### src/rtl/goomba_interaction_fsm.sv
// Goomba life cycle: resolves Mario/Goomba contacts into stomps or side hits, and times the squash and hit cooldown.
// Outputs are registered, so a contact sampled on an edge shows up on the outputs right after that edge.
module goomba_interaction_fsm #(
    parameter int CHARACTER_WIDTH = 42,
    parameter int STOMP_MARGIN    = 12,
    parameter int SQUASH_TICKS    = 30,
    parameter int HIT_COOLDOWN    = 60
) (
    input  logic               movement_clock,
    input  logic               reset,
    input  logic signed [31:0] mario_x,
    input  logic signed [31:0] mario_y,
    input  logic               mario_falling,
    input  logic signed [31:0] goomba_x,
    input  logic signed [31:0] goomba_y,
    input  logic               respawn,
    output logic               goomba_alive,
    output logic               goomba_squashed,
    output logic               stomp_pulse,
    output logic               mario_hit_pulse,
    output logic               score_inc
);

    localparam int SQ_W = $clog2(SQUASH_TICKS + 1);
    localparam int CD_W = $clog2(HIT_COOLDOWN + 1);

    typedef enum logic [1:0] {
        ALIVE    = 2'd0,
        SQUASHED = 2'd1,
        DEAD     = 2'd2
    } state_t;

    state_t            state_q, state_d;
    logic [SQ_W-1:0]   squash_q, squash_d;
    logic [CD_W-1:0]   cool_q, cool_d;
    logic              stomp_d, hit_d;
    logic              alive_q, squashed_q, stomp_q, hit_q, score_q;

    logic              overlap, top_contact, stomp_cond, hit_cond;

    // Touching edges are not an overlap, hence the strict comparisons.
    always_comb begin
        overlap     = (mario_x < goomba_x + CHARACTER_WIDTH) &&
                      (goomba_x < mario_x + CHARACTER_WIDTH) &&
                      (mario_y < goomba_y + CHARACTER_WIDTH) &&
                      (goomba_y < mario_y + CHARACTER_WIDTH);
        top_contact = (mario_y + CHARACTER_WIDTH) <= (goomba_y + STOMP_MARGIN);
        stomp_cond  = overlap && mario_falling && top_contact;
        hit_cond    = overlap && !stomp_cond && (cool_q == '0);
    end

    always_comb begin
        state_d  = state_q;
        squash_d = squash_q;
        cool_d   = (cool_q != '0) ? cool_q - 1'b1 : cool_q;
        stomp_d  = 1'b0;
        hit_d    = 1'b0;
        case (state_q)
            ALIVE: begin
                if (stomp_cond) begin
                    state_d  = SQUASHED;
                    squash_d = SQ_W'(SQUASH_TICKS - 1);
                    stomp_d  = 1'b1;
                end else if (hit_cond) begin
                    hit_d  = 1'b1;
                    cool_d = CD_W'(HIT_COOLDOWN);
                end
            end
            SQUASHED: begin
                // A respawn request takes precedence over the squash timer expiring.
                if (respawn) begin
                    state_d  = ALIVE;
                    squash_d = '0;
                end else if (squash_q == '0) begin
                    state_d = DEAD;
                end else begin
                    squash_d = squash_q - 1'b1;
                end
            end
            DEAD: begin
                if (respawn) begin
                    state_d = ALIVE;
                    cool_d  = '0;
                end
            end
            default: begin
                state_d  = ALIVE;
                squash_d = '0;
                cool_d   = '0;
            end
        endcase
    end

    always_ff @(posedge movement_clock or posedge reset) begin
        if (reset) begin
            state_q    <= ALIVE;
            squash_q   <= '0;
            cool_q     <= '0;
            alive_q    <= 1'b1;
            squashed_q <= 1'b0;
            stomp_q    <= 1'b0;
            hit_q      <= 1'b0;
            score_q    <= 1'b0;
        end else begin
            state_q    <= state_d;
            squash_q   <= squash_d;
            cool_q     <= cool_d;
            alive_q    <= (state_d == ALIVE);
            squashed_q <= (state_d == SQUASHED);
            stomp_q    <= stomp_d;
            hit_q      <= hit_d;
            score_q    <= stomp_d;
        end
    end

    assign goomba_alive    = alive_q;
    assign goomba_squashed = squashed_q;
    assign stomp_pulse     = stomp_q;
    assign mario_hit_pulse = hit_q;
    assign score_inc       = score_q;

endmodule
### config.mk
export PLATFORM = sky130hd
export DESIGN_NAME = goomba_interaction_fsm
export DESIGN_NICKNAME = d
export VERILOG_FILES = /design/src/rtl/goomba_interaction_fsm.sv
export SDC_FILE = /design/constraint.sdc
export NUM_CORES = 1
export LEC_CHECK = 0
export CELL_PAD_IN_SITES_DETAIL_PLACEMENT = 0
export CELL_PAD_IN_SITES_GLOBAL_PLACEMENT = 1
export CORE_ASPECT_RATIO = 1.25
export CORE_MARGIN = 3
export CORE_UTILIZATION = 40
export DETAILED_ROUTE_END_ITERATION = 16
export GPL_TIMING_DRIVEN = 0
export PLACE_DENSITY = 0.89
export SLEW_MARGIN = 20
export SYNTH_ARGS = -nofsm -noshare
export SYNTH_HDL_FRONTEND = slang
export SYNTH_SLANG_ARGS = --single-unit
### constraint.sdc
create_clock -name movement_clock -period 2.95 [get_ports movement_clock]
set_input_delay 0.59 -clock movement_clock [delete_from_list [all_inputs] [get_ports movement_clock]]
set_output_delay 0.59 -clock movement_clock [all_outputs]
set_load 0.005 [all_outputs]
* Word level (Yosys, flattened, before mapping)
Index checks and enable logic that the tools add are counted.
** Cells by class
- Add/sub/neg operators :: 7
- Order comparisons :: 5
- Eq/ne operators :: 5
- Muxes and demuxes :: 19
- Bitwise operators :: 1
- Reduce and logical (&&, ||, !) cells :: 14
** Operators with widths (number)
- $add A32 B7 Y32 const B :: 4
- $lt A32 B32 Y1 :: 4
- $add A32 B5 Y32 const B :: 1
- $le A32 B32 Y1 :: 1
- $mux W6 :: 4
- $pmux W6 S3 :: 1
- $mux W5 :: 3
- $pmux W5 S3 :: 1
- $mux W2 :: 4
- $logic_and A1 B1 Y1 :: 7
- $logic_not A6 Y1 :: 1
- $pmux W2 S3 :: 1
- $reduce_bool A6 Y1 :: 1
- $sub A6 B1 Y6 const B :: 1
- $logic_not A5 Y1 :: 1
- $mux W1 :: 5
- $sub A5 B1 Y5 const B :: 1
- $eq A2 B1 Y1 const B :: 2
- $logic_not A2 Y1 :: 2
- $ne A3 B3 Y1 const B :: 1
- $reduce_and A3 Y1 :: 1
- $eq A2 B2 Y1 const B :: 1
- $ne A2 B2 Y1 const B :: 1
- $logic_not A1 Y1 :: 1
- $not A1 Y1 :: 1
** Word-level totals
- Register bits :: 17
- Input port bits :: 132
- Output and inout bits :: 5
- Word-level logic and storage cells :: 58

* Longest topological paths before layout
Gate-level depths: netlist of run 1.
- Depth in word-level cells :: 13
- Gate-level depth with buffers :: 23

* Least setup slack after synthesis of run 1
OpenSTA, ideal clock, no wires.
- Path type :: input -> register
- Start point :: in goomba_x[1]
- End point :: reg squash_q[2]
- Arrival time :: 3.989 ns
- Slack :: -1.177 ns
- Stages on the path :: 22
- Cells stage by stage :: ha_1 > o21ai_0 > nand2b_1 > nor2b_1 > nand4_1 > nor2_1 > and2_1 > clkbuf_1 > nand2_1 > xor2_1 > ha_1 > a211oi_2 > o21ai_1 > a2111oi_0 > o22ai_1 > and4bb_2 > o21ai_2 > nor3_4 > nand2b_4 > clkinv_4 > nand2b_4 > o22ai_2
** Between the ends
- Longest elaborated chain between the ends :: 9
- Elaborated cells on any way between the ends :: 10
- Those cells by class :: 1 x add/sub; 2 x order compare; 1 x eq/ne; 6 x reduce/logical
** Ends and longest elaborated chain
- start, declared :: line 14 : input logic signed [31:0] goomba_x,
- $add A32 B7 Y32 :: line 43 : overlap = (mario_x < goomba_x + CHARACTER_WIDTH) &&
- $lt A32 B32 Y1 :: line 43
- $logic_and A1 B1 Y1 (*) :: line 43
- $logic_and A1 B1 Y1 (*) :: line 44 : (goomba_x < mario_x + CHARACTER_WIDTH) &&
- $logic_and A1 B1 Y1 (*) :: line 45 : (mario_y < goomba_y + CHARACTER_WIDTH) &&
- $logic_and A1 B1 Y1 (*) (2 in a row) :: line 48 : stomp_cond = overlap && mario_falling && top_contact;
- $ne A2 B2 Y1 (no source line) (*)
- $reduce_and A3 Y1 (no source line) (*)
- end signal, assigned :: line 106 : squash_q <= squash_d;
- end, declared :: line 34 : logic [SQ_W-1:0] squash_q, squash_d;
Mark *: on every way between the ends. The rest lies on a longest branch, timed or not.
A chain may end at the register's enable or synchronous reset.

* Worst setup path in the final report of run 1
- Start point :: in goomba_x[24]
- End point :: reg squash_q[3]
Same word-level chain as after synthesis.

==> impl_metrics.tcl, run 1 <==
set metrics [dict create \
    io_pins 137 \
    syn_nets 1249 \
    via_per_inst 5.49 \
    synthDistinctLibCells 66 \
    drt-initial-drc-count 307 \
    cts_buffer_depth 2 \
    post-route-period-util_pct 140 \
    dp_hpwl_um 18100 \
    peakVddDrop_v 0.000215 \
    synth_area_per_cell_um2 7.46 \
    grt_max_degree 18 \
    die_h_um 155 \
    antenna_found_initial 1 \
    finalMaxSlewViolations 0 \
    area.growth.synth_to_final_pct 42.0 \
    setup_viol 16 \
    grt_overflow 0 \
    nNetsFinal 1458 \
    cts.sink_count 17 \
    synth-seq-cells 17 \
    synth_area_mm2 0.00710 \
    maxCapViolCount 0 \
    die_x_um 125 \
    crit_path_end_kind "register" \
    tightest_slew_ns 0.642 \
    cts_tree "built" \
    vias 7585 \
    fin_crit_ns 4.12 \
    arrival_ns 4.23 \
    rsz0062_at_grt "yes" \
    fin_cells 1381 \
    yosys.area.top_type "ha_1" \
    path_class "in2reg" \
    slowest_stage "clkdlybuf4s50_1" \
    initial_utilization_pct 41.5 \
    status "complete, but fails checks" \
    grt_pass1_wl_um 36800 \
    synth_ff_type "dfrtp_1" \
    synth.most_common_cell "ha_1" \
    finalHoldViolCount 0 \
    worstPathMaxFanout 5 \
    drtPass1Iterations 4 \
    hold_slack_ns 0.550 \
    p_per_area_mw_per_mm2 206 \
    cp_cell_sequence "clkdlybuf4s50_1, and3_4, and4_4, nand3_1, nor2_4, xnor2_2, ha_1, nand4_1, nor4_2, o2111ai_1, o22ai_1, and4bb_2, o21ai_2, nor3_4, nand2b_4, clkinv_4, a311oi_2, o22ai_2" \
    clk_latency_ns 0.25 \
    syn_inst 952 \
    yosysWarningCount 0 \
    numCtsBuffers 3 \
    setup_ws_ns -1.17 \
    root_buffer "clkbuf_16" \
    ys_async_sr_fraction_pct 100 \
    gp_congestion 0.903 \
    yosys-top-cells-area "ha_1 (29%), xor2_1 (11%), xnor2_1 (8.4%)" \
    rows 53 \
    finClkSkew_ns 0.00455 \
    grt_use_total_pct 22.4 \
    grt_pass1_vias 7783 \
    coreArea_mm2 0.0171 \
    synth_edf_count 0 \
    violations "setup timing" \
    worst_ep_required_time_ns 3.06 \
    synth.top_cell.area_share_pct 29.1 \
    port-buffer-count 136 \
    hold_buffers 0 \
    die_area_mm2 0.0194 \
    startpoint_type "input port" \
    drive_gt1_share_pct 23.3 \
    clkTransAtPathRegs_ns 0.05 \
    synth_common_cells "ha_1 (165), nand2_1 (117), xor2_1 (88)" \
    max_slew_margin_pct 56.1 \
    detail-route-antenna-nets 0 \
    p_leak_uw 0.00445 \
    slowest_delay_ns 0.56 \
    fmax_mhz 243 \
    htreeDepth 1 \
    wl_per_cell_um 16.1 \
    seq_area_frac_synth_pct 6.01 \
    dp.cells 1308 \
    hp-class "reg2reg" \
    finalWirelength_um 22300 \
    drc 0 \
]
==> power by group <==
group	internal [uW]	switching, uW
clock network	183	86.1
logic	706	755
registers	300	48.6
total	1190	890
==> cell type report <==
class                           count  area (um2)
Multi-Input combinational cell    859        7110
Fill cell                        1642        7020
Timing Repair Buffer              206        1830
Sequential cell                    17         427
Tap cell                          220         275
Inverter                           64         245
Buffer                             10         111
Clock buffer                        4        78.8
Antenna cell                        1        2.50
==> cells in the final DEF, fill, tap and decap left out, types with 5 or more instances in the layout <==
master and n:
clkdlybuf4s15_2 12, nor2b_1 10, buf_4 71, clkbuf_2 10, inv_1 61, buf_2 7
nor3_2 7, and3_4 17, nand2_1 103, a21oi_2 6, a21o_1 7, nor4_2 5
nor2_1 51, xor2_1 86, nor2_2 15, dfrtp_1 16, o211ai_1 8, o21ai_1 14
nand4_1 39, buf_8 6, a211oi_1 5, a21oi_1 50, clkbuf_8 7, o21ai_0 13
xnor2_1 65, dlygate4sd2_1 40, o21a_1 10, nor2_4 11, and3_1 14, nor3_1 9
clkdlybuf4s50_1 52, nand3_2 9, nand3_1 27, ha_1 162, nand2_2 10, nand2b_1 6
==> what timing repair did <==
action / CTS / global route
gates resized for setup: 366 / 43
endpoints found under the setup margin: 16 / 16
setup buffers: 60 / 10
pin swaps: 83 / 36
gates cloned: 0 / 0
==> per-stage QoR <==
stage | instance area [um2] | power [uW] | setup TNS [ns] | setup slack, ns | util [%]
floorplan | 7190 | 1160 | -11.95 | -0.920 | -
global placement | 8830 | 1630 | -41.25 | -2.76 | 51.6
detailed placement | 8830 | 1650 | -41.77 | -2.79 | 51.6
CTS | 9970 | 2050 | -16.72 | -1.13 | 58.2
global route | 10100 | 2300 | -20.48 | -1.36 | 58.9
finish | 10100 | 2080 | -17.33 | -1.17 | 59.0
==> state kept, by name, indices dropped and copies added (netlist names) <==
name             cells
score_inc            1
mario_hit_pulse      1
goomba_squashed      1
cool_q               6
squash_q             5
goomba_alive         1
state_q              2
==> routing by layer <==
| layer | track usage, % | vias up | wire, um |
|---|---|---|---|
| met4 | 6.97 | 0 | 777 |
| met5 | 0 | - | 0 |
| met3 | 2.06 | 45 | 887 |
| li1 | - | 3832 | - |
| met2 | 43.0 | 175 | 11500 |
| met1 | 26.1 | 3533 | 9090 |
==> logic make-up after synthesis <==
kind of cell / synth area share [%]
muxes: 0.211
buffers and inverters: 4.14
xor gates and xnor gates: 19.2
and+or+nand+nor: 26.6
adders and majority gates: 29.1
AOI/OAI and AO/OA: 14.8
DFF: 6.01
==> critical path: cells and delay by family <==
kind / cells / cell delay, ns
XOR/XNOR: 1 / 0.07
buffers and inverters: 2 / 0.63
adder cells (fa/ha/maj): 1 / 0.32
AND/OR/NAND/NOR: 9 / 1.70
AO/OA/AOI/OAI: 5 / 0.91
==> final timing paths <==
check	startpoint	to	slack, ns	cells past startpoint
max reg2reg	squash_q[0]	squash_q[1]	1.11	6
max	goomba_x[24]	squash_q[3]	-1.17	18
min	squash_q[0]	squash_q[0]	0.55	1
min reg2reg	squash_q[0]	squash_q[0]	0.55	1
max in group asynchronous	reset	squash_q[1]	1.77	2
min in group asynchronous	reset	cool_q[2]	0.75	2
Note: power is estimated with default switching activity, not from simulation.
==> run 2: changes to the inputs <==
--- a/config.mk
+++ b/config.mk
@@ -13,7 +13,7 @@
 export DETAILED_ROUTE_END_ITERATION = 16
 export GPL_TIMING_DRIVEN = 0
 export PLACE_DENSITY = 0.89
-export SLEW_MARGIN = 20
+export SLEW_MARGIN = 0
 export SYNTH_ARGS = -nofsm -noshare
 export SYNTH_HDL_FRONTEND = slang
 export SYNTH_SLANG_ARGS = --single-unit
==> results of run 2 <==
Final layout, timing and power as in run 1 (identical DEF).
==> run 3: changes to the inputs <==
--- a/config.mk
+++ b/config.mk
@@ -11,7 +11,6 @@
 export CORE_MARGIN = 3
 export CORE_UTILIZATION = 40
 export DETAILED_ROUTE_END_ITERATION = 16
-export GPL_TIMING_DRIVEN = 0
 export PLACE_DENSITY = 0.89
 export SLEW_MARGIN = 0
 export SYNTH_ARGS = -nofsm -noshare
==> run 3 against run 2 <==
The flow still finishes with violations (setup timing). Clock power is essentially flat. Maximum frequency is 0.62% higher. Sequential share of layout area shrank 0.74 points. Register-to-register slack worse by 0.12 ns. First-iteration DRC count increased by 36%. Via count rose by 18%. Final cell count grew 20%. Hold slack lost 0.020 ns. Total power grew 17%. Non-clock buffer count rose by 272. Critical path type unchanged. Largest power group unchanged.
==> impl_metrics.tcl, run 3 (same netlist as run 1, synthesis figures left out) <==
set metrics [dict create \
    fin_cells 1652 \
    area.growth.synth_to_final_pct 72.2 \
    setup.worst_path.start "mario_y[15]" \
    p_sw_uw 1000 \
    finalWirelength_um 27100 \
    multi_input_area_mm2 0.00723 \
    initial_utilization_pct 41.5 \
    maxCapViolCount 0 \
    die_area_mm2 0.0194 \
    fin_tns_setup_ns -16.93 \
    n_antenna_cell 0 \
    max_slew_margin_pct 56.3 \
    grt_max_degree 18 \
    finalMaxSlewViolations 0 \
    cts_buffer_depth 2 \
    switching_share_pct 41.4 \
    reg_top3 "cool_q (6), squash_q (5), state_q (2)" \
    rsz0062_at_grt "yes" \
    dp_hpwl_um 21400 \
    drt-initial-drc-count 416 \
    detail-route-antenna-nets 0 \
    drc 0 \
    ff_latch_area_um2 427 \
    p_int_uw 1420 \
    reg2reg_to "squash_q[3]" \
    cp_top_family "simple AND/OR/NAND/NOR gates" \
    pwr-share-comb_pct 74.4 \
    vias 8970 \
    cts_tree "built" \
    setup_ws_ns -1.14 \
    worstHoldStart "squash_q[0]" \
    slowest_delay_ns 0.35 \
    r2r_start "state_q[1]" \
    finalHoldViolCount 0 \
    wl_per_cell_um 16.4 \
    startpoint_type "input port" \
    gp_congestion 0.937 \
    p_per_area_mw_per_mm2 198 \
    slowest_stage "nor4_4" \
    post-route-period-util_pct 139 \
    layout_common_cells "buf_4 (347), ha_1 (157), nand2_1 (99)" \
    clk_latency_ns 0.25 \
    fmax_mhz 244 \
    antenna_found_initial 1 \
    crit_path_end_kind "register" \
    hold_slack_ns 0.530 \
    n_fill_cell 1281 \
    grt_use_total_pct 25.6 \
    die_h_um 155 \
    finClkSkew_ns 0.00179 \
    rows 53 \
    hold_buffers 0 \
    timing.critical_path.buf_inv 2 \
    tightest_slew_ns 0.654 \
    regMostFlops "cool_q" \
    via_per_inst 5.43 \
    cts.sink_count 17 \
    worstRegToRegCells 8 \
    worstPathMaxFanout 4 \
    numCtsBuffers 3 \
    layout_commonest_cell "buf_4" \
    status "complete, but fails checks" \
    grt_overflow 0 \
    largest_reg_flops 6 \
    nNetsFinal 1730 \
    coreArea_mm2 0.0171 \
    root_buffer "clkbuf_16" \
    seq_power_share_pct 14.6 \
    dp.cells 1592 \
    dp_slack_ns -2.01 \
    htreeDepth 1 \
    drtPass1Iterations 5 \
    worst_ep_required_time_ns 3.06 \
    port-buffer-count 136 \
    drive_gt1_share_pct 37.9 \
    grt_pass1_wl_um 41900 \
    die_x_um 125 \
    p_leak_uw 0.00591 \
    clkTransAtPathRegs_ns 0.05 \
    peakVddDrop_v 0.000274 \
    cp_cell_sequence "buf_4, nand2_2, nor2_4, and3_4, nand3_4, nor2_4, nand3_4, nor3_4, and3_4, xnor2_1, ha_1, nand4_1, nor4_4, o311a_1, a211o_1, mux2_4, nor3_4, nand2b_4, clkinv_4, nand2b_4, o22ai_2" \
    ff2ff_setup_slack_ns 0.99 \
    setup_viol 16 \
    violations "setup timing" \
    hold_path_end "squash_q[0]" \
    grt_pass1_vias 9172 \
    hp-class "reg2reg" \
    io_pins 137 \
    path_class "in2reg" \
    holdPathStages 1 \
    arrival_ns 4.20 \
    fin_crit_ns 4.09 \
    pwr-share-clk_pct 11.1 \
]
run 3: cell types whose count changed in the layout (fill, tap and decap cells not counted), moves of 5 or more:
| cell | change |
|---|---|
| clkdlybuf4s15_1 | +6 |
| ha_1 | -5 |
| nor3_2 | -5 |
| clkbuf_8 | -7 |
| buf_4 | +276 |
| clkdlybuf4s15_2 | -10 |
| buf_6 | +11 |
| clkdlybuf4s50_1 | +11 |
| dlymetal6s2s_1 | +9 |
| dlygate4sd2_1 | -8 |
run 3: layout make-up:
| cell class | instances | share of cell area (%) |
|---|---|---|
| timing repair buffer | 488 | 32.5 |
| multi-input combinational | 859 | 59.1 |
| inverter | 64 | 2.00 |
| clock buffer | 3 | 0.614 |
| tap | 220 | 2.25 |
| clock inverter | 1 | 0.0409 |
| sequential | 17 | 3.49 |
run 3: per-layer routing:
| metal | vias to the layer above | global-route usage (%) | share of wire [%] |
|---|---|---|---|
| met4 | 2 | 10.7 | 5.4 |
| met1 | 4165 | 27.9 | 37 |
| met3 | 107 | 2.13 | 5.0 |
| met2 | 323 | 50.2 | 53 |
| li1 | 4373 | - | - |
| met5 | - | 0 | 0.052 |
run 3: power groups by stage:
stage	sequential (uW)	combinational, uW	clock [uW]
floorplan	342	822	0
global placement	352	1580	0
detailed placement	354	1620	0
CTS	352	1700	276
global route	364	2010	281
finish	353	1810	268
run 3: timing repair:
action                                  in CTS  in global routing
setup buffers                               36                 22
gates cloned                                 0                  0
endpoints found under the setup margin      16                 16
resized for setup                          238                108
pin swaps                                  100                 92
run 3: through the flow:
step,power (uW),utilization [%],instance area (um2)
3_3_place_gp,1930,64.3,11000
4_1_cts,2330,68.4,11700
2_1_floorplan,1160,-,7190
3_5_place_dp,1980,64.3,11000
6_report,2430,71.5,12200
5_1_grt,2650,71.5,12200
run 3: worst max path at each step:
stage | depth (start not counted) | endpoint | slack [ns]
after floorplan | 23 | squash_q[3] | -0.92
after CTS | 21 | squash_q[2] | -1.03
after global placement | 22 | squash_q[3] | -2.00
final | 21 | squash_q[3] | -1.14
after global routing | 22 | squash_q[3] | -1.32
after detailed placement | 23 | squash_q[3] | -2.01
run 3: worst register-to-register path, cell delays in order (launching register included):
cell      delay (ns)
dfrtp_1         0.51
a221o_1         0.35
a31oi_2         0.18
nand3_2         0.13
nor3_4          0.27
nand2b_4        0.09
clkinv_4        0.07
nand2b_4        0.13
o22ai_2         0.08
==> RTL change 1, RTL diff (settings of run 3) <==
Set the parameter `HIT_COOLDOWN` to 90 (it was 60).
--- a/src/rtl/goomba_interaction_fsm.sv
+++ b/src/rtl/goomba_interaction_fsm.sv
@@ -5,5 +5,5 @@
     parameter int STOMP_MARGIN    = 12,
     parameter int SQUASH_TICKS    = 30,
-    parameter int HIT_COOLDOWN    = 60
+    parameter int HIT_COOLDOWN    = 90
 ) (
     input  logic               movement_clock,
Check against the original RTL: no difference found for any inputs over 10 cycles, from zero or initial values and one cycle with reset high; that may be too few to reach the edited logic, so the function may still have changed.
==> RTL change 1 against run 3 <==
The flow still finishes with violations (negative setup slack). Power fell by 1.7%. Sequential share of layout area rose by 0.28 points. Cell area fell by 2.0%. Wire length fell by 4.8%. Worst setup slack improved by 0.097 ns. Synthesized area fell by 1.8%. First-iteration DRC count fell by 13%. Fmax rose by 2.4%. Sequential cell count rose by 1. Critical endpoint unchanged. Largest power group unchanged.
==> RTL change 1: results <==
[clock_network]
cts_root_buf = "clkbuf_16"
cts_buffers = 3
cts_hold_buffers = 0
clk_latency_ns = 0.25
path_clk_slew_ns = 0.05

[placed_design]
gp_congestion = 0.9833
dp_slack_ns = -1.883
dp_hpwl_mm = 20.67
portBuffers = 136
dp.cells = 1539

[layout]
reg_top3 = "cool_q: 7 flops, squash_q: 5 flops, state_q: 2 flops"
fill_cells = 1297
fin_nets = 1687
layout-drive-gt1-share = 0.3619

[yosys]
synth_area_leaders = "ha_1 29%, xnor2_1 9.9%, xor2_1 9.7%, dfrtp_1 6.1%, nand2_1 5.2%"
yosysWarningCount = 0
async_flop_share = 1.000
ys_seq_area_frac = 0.06475
synth_cells = 931
synth_common_cells = "164 x ha_1, 97 x nand2_1, 80 x nor2_1"
synth_ff_type = "dfrtp_1"
synth_cell_types = 54
syn_nets = 1227

[timing]
tightest_slew_ns = 0.6717
setup_tns_ns = -14.20
fin_ws_ns = -1.044
clock_skew_ns = 0.002732
setup_viol = 15

[critical_path]
cpPeakStageDelay_ns = 0.57
crit_arrival_ns = 4.12
critical-path-slowest-cell = "or4_1"
crit_family = "simple AND/OR/NAND/NOR gates"
critPathMaxFanout = 5

[grt]
grt_first_pass_wirelength_mm = 39.92
antenna_found_initial = 2
grt_max_degree = 19
grt_pass1_vias = 8889
track_usage = 0.2532

[status]
violations = "negative setup slack"
outcome = "finished with violations"

[power_and_ir_drop]
leakage_nw = 5.710
peakVddDrop_v = 0.0001470

[route]
antenna_left = 0
wl_mm = 25.79
routedWlPerCell_um = 16.00
routed-via-count = 8646
first_iter_violations = 360

[worst_hold_path]
hold_path_class = "flop to flop"
RTL change 1: changes by cell type after synthesis, moves of 10 or more:
cell     before  now
xnor2_1      68   79
inv_1        63   53
xor2_1       88   77
o21ai_1      12    0
o21ai_0      19   31
a21o_1        7   19
nand2_1     117   97
RTL change 1: cell families (layout without fill, tap and decap cells):
group                      after synthesis  in the layout  synth area share
buffers and inverters                   67            525           0.03767
and+or+nand+nor                        365            366            0.2608
other                                    0              2                 0
adders and majority gates              164            164            0.2942
DFF                                     18             18           0.06475
muxes                                    1              1          0.001435
AOI/OAI and AO/OA                      160            160            0.1453
xor gates and xnor gates               156            156            0.1959
RTL change 1: repair_timing:
action,4_1_cts,5_1_grt
resized for setup,212,89
hold endpoints to repair,0,0
setup buffers,42,25
cloned,1,0
pin swaps,90,75
setup endpoints to repair,15,15
RTL change 1: cell type report:
cell class	count	area share
Antenna cell	2	0.0004175
Clock buffer	4	0.007411
Inverter	53	0.01680
Multi-Input combinational cell	847	0.5918
Sequential cell	18	0.03768
Tap cell	220	0.02296
Timing Repair Buffer	468	0.3229
RTL change 1: final timing paths:
kind | cells past startpoint | endpoint | slack, ns | startpoint
worst max-delay path | 17 | squash_q[3] | -1.04 | mario_x[2]
worst min-delay path | 1 | squash_q[4] | 0.48 | squash_q[4]
worst max register to register | 7 | squash_q[3] | 0.89 | squash_q[0]
worst min register to register | 1 | squash_q[4] | 0.48 | squash_q[4]
max in group asynchronous | 2 | cool_q[3] | 1.78 | reset
min in group asynchronous | 2 | squash_q[2] | 0.74 | reset
RTL change 1: stage by stage:
stage / area, µm² / power, mW
3_5_place_dp: 10730 / 1.910
4_1_cts: 11530 / 2.306
6_report: 11990 / 2.385
3_3_place_gp: 10730 / 1.870
5_1_grt: 11990 / 2.580
2_1_floorplan: 7203 / 1.154
RTL change 1: routing by layer:
layer  GRT usage  wire length (µm)  up-vias
li1            -                 -     4283
met3     0.01766               956       72
met4      0.1138              1124        0
met1      0.2785              9801     4032
met5           0                 0        -
met2      0.4822             13900      259
RTL change 1: report_power, final:
group          internal (mW)  leakage [nW]  switching, mW  total, mW
Sequential             0.314         0.232         0.0607      0.375
Combinational          0.898          5.43          0.816       1.71
Clock                  0.206        0.0442         0.0910      0.297
==> RTL change 2, RTL diff (settings of run 3) <==
Made on the original files. Re-encode `state_t` (3 states) as one-hot, 3 bits wide.
--- a/src/rtl/goomba_interaction_fsm.sv
+++ b/src/rtl/goomba_interaction_fsm.sv
@@ -25,8 +25,8 @@
     localparam int CD_W = $clog2(HIT_COOLDOWN + 1);
 
-    typedef enum logic [1:0] {
-        ALIVE    = 2'd0,
-        SQUASHED = 2'd1,
-        DEAD     = 2'd2
+    typedef enum logic [2:0] {
+        ALIVE    = 3'b001,
+        SQUASHED = 3'b010,
+        DEAD     = 3'b100
     } state_t;
 
Function: no difference found for any inputs over 10 cycles, from zero or initial values and one cycle with reset high; not proved beyond that.
==> RTL change 2 against run 3 <==
The run still ends with negative setup slack left. Hold slack better by 0.047 ns. Sequential cell count up 1. Wire length down 1.6%. Synthesized area about the same. Worst setup slack better by 0.064 ns. Critical path depth down 1. Die area about the same. Register-to-register slack worse by 0.22 ns. Largest power group unchanged. Sequential share of layout area up 0.24 points. Power up 2.2%. Global-route usage up 0.32 points. Cell area down 0.65%. Clock power up 13%.
==> RTL change 2: results <==
[status]
outcome = "finished with violations"
violations = "negative setup slack"

[power_and_ir_drop]
power_frac_seq = 0.159
peakVddDrop_v = 0.0001732
clk-power_uw = 304
leakage_nw = 5.744
swShare = 0.4138

[layout]
fin_nets = 1721
layout-drive-gt1-share = 0.3696
reg_top3 = "cool_q: 6 flops, squash_q: 5 flops, state_q: 3 flops"
fill_cells = 1341

[route]
routed-via-count = 8956
wl_mm = 26.66
first_iter_violations = 357
drtPass1Iterations = 7

[critical_path]
r2r_cells = 9
rrSetupSlack_ns = 0.77
crit_arrival_ns = 4.22
r2r-end = "squash_q[3]"
critPathMaxFanout = 5
timing.rr.start = "squash_q[1]"
critPathLaunch = "mario_y[2]"
crit_path_end = "mario_hit_pulse"

[yosys]
yosysWarningCount = 0
synth_area_leaders = "ha_1 29%, xor2_1 10%, xnor2_1 8.1%, dfrtp_1 5.6%, nand2_1 5.4%"
syn_nets = 1250
synth_cell_types = 52
ys_seq_area_frac = 0.06381
synth_ff_type = "dfrtp_1"
async_flop_share = 1.000
synth_common_cells = "165 x ha_1, 103 x nand2_1, 85 x nor2_1, 85 x xor2_1, 66 x xnor2_1"
synth-seq-cells = 18

[timing]
setup_viol = 17
slew-limit-headroom = 0.5477
hold_slack_ns = 0.5773
setup_tns_ns = -17.58
clock_skew_ns = 0.001021
fin_ws_ns = -1.077

[die]
start_util = 0.4149

[grt]
grt_max_degree = 19
grt_first_pass_wirelength_mm = 42.78
grt_pass1_vias = 9387
antenna_found_initial = 1
track_usage = 0.2588

[placed_design]
gp_congestion = 0.9683
post_dp_cell_area_um2 = 10820
dp_hpwl_mm = 20.85
dp_slack_ns = -1.937

[clock_network]
cts_buffers = 3
[RTL change 2: changes by cell type in the layout (fill, tap and decap cells not counted), sizes merged, moves of 6 or more]
| cell | delta |
|---|---|
| and4 | +6 |
| buf | -7 |
| dlymetal6s2s | -7 |
| or2 | +6 |
| clkdlybuf4s50 | -12 |
| nor2 | +8 |
| dlygate4sd2 | +9 |
| nand3 | +9 |
| a21o | +6 |
| and3 | -13 |
| nand2 | -14 |
[RTL change 2: layout make-up]
type | instances | area, µm² | share of cell area
antenna | 1 | 2.502 | 0.0002059
clock buffer | 4 | 88.84 | 0.007311
inverter | 58 | 235.2 | 0.01936
multi-input combinational | 868 | 7226 | 0.5946
sequential | 18 | 452.9 | 0.03727
tap | 220 | 275.3 | 0.02265
timing repair buffer | 475 | 3871 | 0.3186
[RTL change 2: cell families after synthesis]
kind of cell,after synthesis,synth area share
adder cells (fa/ha/maj),165,0.2909
XOR/XNOR,151,0.1863
flip-flops,18,0.06381
AO/OA/AOI/OAI,171,0.1572
buffers and inverters,67,0.03596
multiplexers,1,0.001410
AND/OR/NAND/NOR,380,0.2644
[RTL change 2: layer usage]
| layer | wire length, µm | global-route usage |
|---|---|---|
| met1 | 10500 | 0.2928 |
| met2 | 13930 | 0.4988 |
| met3 | 1281 | 0.03022 |
| met4 | 930 | 0.08729 |
| met5 | 13 | 0 |
[RTL change 2: repair_timing]
action,in CTS,in global routing
setup endpoints to repair,17,17
pin swaps,130,47
hold buffers,0,0
cloned,1,0
gates resized for setup,333,56
buffers inserted,57,13
endpoints found under the hold margin,0,0
[RTL change 2: metrics by stage]
stage          utilization  cells  power, mW
2_1_floorplan            -    953      1.202
3_3_place_gp        0.6321   1568      1.924
3_5_place_dp        0.6321   1568      1.969
4_1_cts             0.6967   1630      2.391
5_1_grt             0.7101   1643      2.678
6_report            0.7103   1644      2.479
[RTL change 2: how the worst min path moves through the flow]
stage / startpoint / to / cells after the start
4_1_cts: squash_q[4] / squash_q[4] / 1
3_5_place_dp: squash_q[4] / squash_q[4] / 1
5_1_grt: squash_q[4] / squash_q[4] / 1
6_report: squash_q[4] / squash_q[4] / 1
3_3_place_gp: squash_q[4] / squash_q[4] / 1
2_1_floorplan: cool_q[0] / cool_q[0] / 1
[RTL change 2: critical path, stage by stage]
cell and delay [ns]:
buf_8 0.08, a21o_1 0.15, a21oi_2 0.08, nor2_2 0.14, nand4_1 0.20, or2_4 0.35, nor2b_2 0.13, xor2_1 0.23
inv_1 0.08, ha_1 0.27, nand4_1 0.19, nor4_4 0.08, a211o_1 0.34, a221o_1 0.32, a211o_1 0.30, buf_4 0.16
buf_6 0.10, nor3_2 0.09, buf_4 0.15, and3_4 0.17
